--- config.mk ---
export PLATFORM = sky130hd
export DESIGN_NAME = pipe_seq_ctrl
export DESIGN_NICKNAME = d
export VERILOG_FILES = /design/src/rtl/pipe_seq_ctrl.sv
export SDC_FILE = /design/constraint.sdc
export NUM_CORES = 1
export LEC_CHECK = 0
export BUFFER_PORTS_ARGS = -buffer_cell sky130_fd_sc_hd__clkbuf_2
export CAP_MARGIN = 20
export CORE_MARGIN = 3
export CORE_UTILIZATION = 48
export DETAILED_ROUTE_END_ITERATION = 10
export HOLD_SLACK_MARGIN = 0.08
export MAX_ROUTING_LAYER = met4
export PLACE_DENSITY_LB_ADDON = 0.1
export SLEW_MARGIN = 20
export SYNTH_ARGS = -nofsm -noshare
export SYNTH_HDL_FRONTEND = slang
export SYNTH_SLANG_ARGS = --single-unit
export TNS_END_PERCENT = 1
--- constraint.sdc ---
create_clock -name clk -period 2.72 [get_ports clk]
set_input_delay 0.816 -clock clk [delete_from_list [all_inputs] [get_ports clk]]
set_output_delay 0.816 -clock clk [all_outputs]
set_load 0.005 [all_outputs]
--- src/rtl/pipe_seq_ctrl.sv ---
// Sequencing controller for the 5-input load-enabled pipeline: handshakes vectors in,
// tracks valid tokens through DEPTH stages, and buffers results behind a ready/valid output.
module pipe_seq_ctrl #(
    parameter int unsigned DEPTH = 2,
    parameter int unsigned CNT_W = 8
) (
    input  logic             clk,
    input  logic             clr,
    input  logic             start,
    input  logic             drain_req,
    input  logic             abort,
    input  logic             in_valid,
    input  logic [4:0]       in_data,
    output logic             in_ready,
    output logic             pipe_clr,
    output logic             pipe_load,
    output logic [4:0]       pipe_in,
    input  logic             pipe_f,
    output logic             out_valid,
    output logic             out_data,
    input  logic             out_ready,
    output logic             busy,
    output logic             drain_done,
    output logic [CNT_W-1:0] result_cnt
);

    typedef enum logic [1:0] {
        S_IDLE,
        S_RUN,
        S_DRAIN
    } state_e;

    state_e             state_q;
    logic [DEPTH-1:0]   vld_q;
    logic [DEPTH-1:0]   vld_d;
    logic               out_valid_q;
    logic               out_data_q;
    logic               drain_done_q;
    logic [CNT_W-1:0]   cnt_q;

    logic               adv;
    logic               accept;

    assign adv       = !out_valid_q || out_ready;
    assign pipe_clr  = clr || abort;
    assign pipe_load = adv && (state_q != S_IDLE) && !abort;
    assign in_ready  = adv && (state_q == S_RUN) && !abort;
    assign accept    = in_valid && in_ready;
    assign pipe_in   = accept ? in_data : '0;
    assign busy      = (state_q != S_IDLE);

    assign out_valid  = out_valid_q;
    assign out_data   = out_data_q;
    assign drain_done = drain_done_q;
    assign result_cnt = cnt_q;

    // Token shift written as a loop so DEPTH=1 needs no special-cased slice.
    always_comb begin
        vld_d    = '0;
        vld_d[0] = accept;
        for (int unsigned i = 1; i < DEPTH; i++) begin
            vld_d[i] = vld_q[i-1];
        end
    end

    always_ff @(posedge clk) begin
        if (clr) begin
            state_q      <= S_IDLE;
            vld_q        <= '0;
            out_valid_q  <= 1'b0;
            out_data_q   <= 1'b0;
            drain_done_q <= 1'b0;
            cnt_q        <= '0;
        end else begin
            drain_done_q <= 1'b0;
            if (out_valid_q && out_ready && !abort) begin
                cnt_q <= cnt_q + CNT_W'(1);
            end
            if (abort) begin
                state_q     <= S_IDLE;
                vld_q       <= '0;
                out_valid_q <= 1'b0;
            end else begin
                if (pipe_load) begin
                    vld_q       <= vld_d;
                    out_valid_q <= vld_q[DEPTH-1];
                    if (vld_q[DEPTH-1]) begin
                        out_data_q <= pipe_f;
                    end
                end
                case (state_q)
                    S_IDLE: begin
                        if (start) begin
                            state_q <= S_RUN;
                        end
                    end
                    S_RUN: begin
                        if (drain_req) begin
                            state_q <= S_DRAIN;
                        end
                    end
                    S_DRAIN: begin
                        if ((vld_q == '0) && adv) begin
                            state_q      <= S_IDLE;
                            drain_done_q <= 1'b1;
                        end
                    end
                    default: state_q <= S_IDLE;
                endcase
            end
        end
    end

endmodule

==> metrics.md <==
| Metric | Value |
|---|---|
| Status | `complete, no violations` |
| R2R depth | `4` |
| Final Hold Viols | `0` |
| Switching share of power | `21.6%` |
| First-pass GRT wire length | `2640 µm` |
| Reg2reg start | `result_cnt[0]` |
| Pwr/cell area | `396 nW/µm²` |
| CTS max path bufs | `2` |
| FMAX | `393 MHz` |
| Die height | `45.3 µm` |
| Worst-Skew Late Latency | `0.27 ns` |
| Seq/Total Area, Yosys | `40.5%` |
| Fin Setup TNS | `0 ns` |
| Worst Clk Skew | `0.00300 ns` |
| Layout cell share with drive strength beyond 1 | `32.2%` |
| Residual DRC | `0` |
| Hold Path Class | `reg -> reg` |
| Ys Warns | `0` |
| First-pass DRT Iterations | `4` |
| Rows | `13` |
| Wire per inst | `12.1 µm` |
| WL final | `1610 µm` |
| Adder-Cell Fraction of Synth Area | `1.69%` |
| Mux cell area share after synthesis | `2.70%` |
| Post-CTS Hold Fix Bufs | `0` |
| Comb power frac | `7.5%` |
| Antenna violations before repair | `0` |
| Vias per inst | `5.47` |
| Tcrit/Tclk final | `93.5%` |
| Die area | `2050 µm²` |
| Hold Startpoint | `result_cnt[7]` |
| Clock Sinks | `15` |
| Sequential power share | `59.7%` |
| Largest net degree at the start of global routing | `13` |
| Setup crit start kind | `primary input` |
| Smallest hold slack | `0.479 ns` |
| Unrepaired setup endpoints after global routing | `false` |
| Post-synthesis compound-gate area fraction | `15.3%` |
| GRT overflow | `0` |
| CP Cell Sequence | `clkbuf_2 -> or2b_1 -> and4_1 -> and2_1 -> clkbuf_2` |
| Yosys cell types | `29` |
| Fin crit period | `2.54 ns` |
| Drt initial violations | `13` |
| Simple-gate share of the synthesized area | `33.2%` |
| Clk root buf | `clkbuf_4` |
| Synthesis-stage register bit count | `15` |
| Post-synthesis xor/xnor area fraction | `2.36%` |
| Fillers | `114` |
| Via count | `728` |
| Syn Nets | `98` |
| Inst Count DP | `129` |
| Final net count | `133` |
| Most Frequent Cell on Critical Path | `clkbuf_2` |
| Max-slew headroom | `76.7%` |
| Die Width | `45.3 µm` |
| Lkg Pwr | `0.434 nW` |
| Slew @ Worst Pin | `0.345 ns` |
| Syn Std Cell Area | `742 µm²` |
| I/O Buffers | `32` |
| Final slew viol count | `0` |
| Mapped Cells | `84` |
| Post-detail-place hpwl | `1280 µm` |
| Setup Viol. Count Final | `0` |
| Post-cts resize count | `0` |
| Post-CTS Repair Setup Buffers | `0` |
| Average cell area after synthesis | `8.83 µm²` |
| Slowest cell delay on critical path | `0.28 ns` |
| Max-cap violations | `0` |
| Maximum vdd drop | `0.000294 V` |
| TritonCTS clock tree | `built` |
| Clock slew at reported path FFs | `0.08 ns` |
| Antenna Violating Nets Remaining | `0` |
| Hold Path End | `result_cnt[7]` |
| Diode count | `0` |
| R2r endpoint | `result_cnt[6]` |
| Data required time of the critical path | `1.90 ns` |
| I/O Pins | `33` |
| CTS Buf Count | `3` |
| Critical Path AT | `1.73 ns` |
| Clock power frac | `32.8%` |
| P_int | `0.000290 W` |
| Core ar. | `1370 µm²` |
| CTS H-tree depth | `1` |
| Via count of the first global-routing pass | `665` |
| Worst R2R Setup Slack | `1.34 ns` |
| Area Overhead vs Synth | `26.0%` |
| Initial Util | `54.3%` |
| Combinational family with the most area after synthesis | `simple AND/OR/NAND/NOR gates` |
| Switch Pwr | `0.0000802 W` |
| CP max FO | `5` |
| Slowest-stage cell, CP | `or2b_1` |
| Crit Path Class | `in -> out` |
| CP endpoint kind | `output port` |
| Hold depth | `2` |
| GRT Util Overall | `18.1%` |
| Post-Layout Cell Count | `133` |
| Placer Congestion | `0.753` |
[flip-flops by register name, summed over array words and instances (netlist names)]
| signal | cells |
|---|---|
| drain_done | 1 |
| out_data | 1 |
| out_valid | 1 |
| result_cnt | 8 |
| state_q | 2 |
| vld_q | 2 |
[worst max-delay path: cells and delay by family]
family                 cells  cell delay, ns
buffers and inverters      2            0.23
and+or+nand+nor            3            0.68
[power by group through the flow]
stage,logic [W],registers (W),clock network [W]
2_1_floorplan,0.0000130,0.000226,0
5_1_grt,0.0000311,0.000222,0.000143
6_report,0.0000280,0.000221,0.000121
4_1_cts,0.0000280,0.000221,0.000126
3_3_place_gp,0.0000272,0.000226,0
3_5_place_dp,0.0000280,0.000226,0
[cell usage after synthesis]
library cell	n	area share, %
nand3_1	3	2.0
nor2_1	4	2.0
mux2i_1	2	2.7
ha_1	1	1.7
clkbuf_1	1	0.51
or2_2	1	0.84
or3_1	2	1.7
buf_2	1	0.67
and4b_1	1	1.3
and2_1	5	4.2
or4_1	3	3.0
o31ai_1	6	6.1
nor3_1	3	2.0
dfxtp_1	15	40
nand4_1	4	3.4
nand2b_1	2	1.7
buf_6	1	1.5
inv_1	3	1.5
o21ai_0	2	1.3
a21oi_1	10	6.7
nor2b_1	3	2.5
and3_1	1	0.84
nand3b_4	1	2.7
nand4b_1	1	1.2
nand2_1	3	1.5
or2b_1	1	1.0
xor2_1	2	2.4
and4_1	1	1.2
o311ai_0	1	1.2
[layout by cell type, fill, tap and decap left out, drive strengths merged]
| cell type | n |
|---|---|
| buf | 1 |
| nor3 | 3 |
| clkbuf | 36 |
| and4b | 1 |
| nand3b | 1 |
| or2 | 1 |
| xor2 | 2 |
| nand3 | 3 |
| dfxtp | 15 |
| nor2 | 4 |
| a21oi | 10 |
| o311ai | 1 |
| and3 | 1 |
| mux2i | 2 |
| o21ai | 2 |
| nand4b | 1 |
| o31ai | 6 |
| or4 | 3 |
| nor2b | 3 |
| and2 | 5 |
| or2b | 1 |
| or3 | 2 |
| and4 | 1 |
| nand4 | 4 |
| ha | 1 |
| inv | 3 |
| nand2b | 2 |
| nand2 | 3 |
[cell type report]
class / instances / area (µm²) / area share [%]
Clock buffer: 4 / 26.3 / 2.81
Inverter: 3 / 11.3 / 1.20
Multi-Input combinational cell: 63 / 410 / 43.9
Sequential cell: 15 / 300 / 32.1
Tap cell: 15 / 18.8 / 2.01
Timing Repair Buffer: 33 / 168 / 17.9
[through the flow]
step	worst slack (ns)	total power, W	area (µm²)	utilization [%]
after global routing	0.108	0.000395	935	68.4
after detailed placement	0.166	0.000254	908	66.5
final	0.176	0.000371	935	68.4
after floorplan	0.460	0.000239	742	-
after CTS	0.167	0.000375	935	68.4
after global placement	0.195	0.000254	908	66.5
[worst max path at each step]
stage / startpoint / to / slack (ns) / depth (start not counted)
detailed placement: out_ready / pipe_in[4] / 0.17 / 5
floorplan: out_ready / pipe_in[0] / 0.46 / 3
finish: out_ready / pipe_in[4] / 0.18 / 5
CTS: out_ready / pipe_in[4] / 0.17 / 5
global route: out_ready / pipe_in[0] / 0.11 / 5
global placement: out_ready / pipe_in[0] / 0.19 / 5
[cell families (layout without fill, tap and decap cells)]
kind of cell | Yosys count | count (layout)
AOI/OAI and AO/OA | 19 | 19
buffers and inverters | 6 | 40
xor gates and xnor gates | 2 | 2
and+or+nand+nor | 39 | 39
DFF | 15 | 15
adders and majority gates | 1 | 1
muxes | 2 | 2
[metal layers]
metal / track usage [%] / routed length, µm / vias to the layer above
met3: 5.18 / 132 / 2
met1: 21.1 / 705 / 321
met5: - / 0 / -
met2: 28.8 / 758 / 25
met4: 7.60 / 13 / 0
li1: - / - / 380
Power figures use the tool's default switching activity.
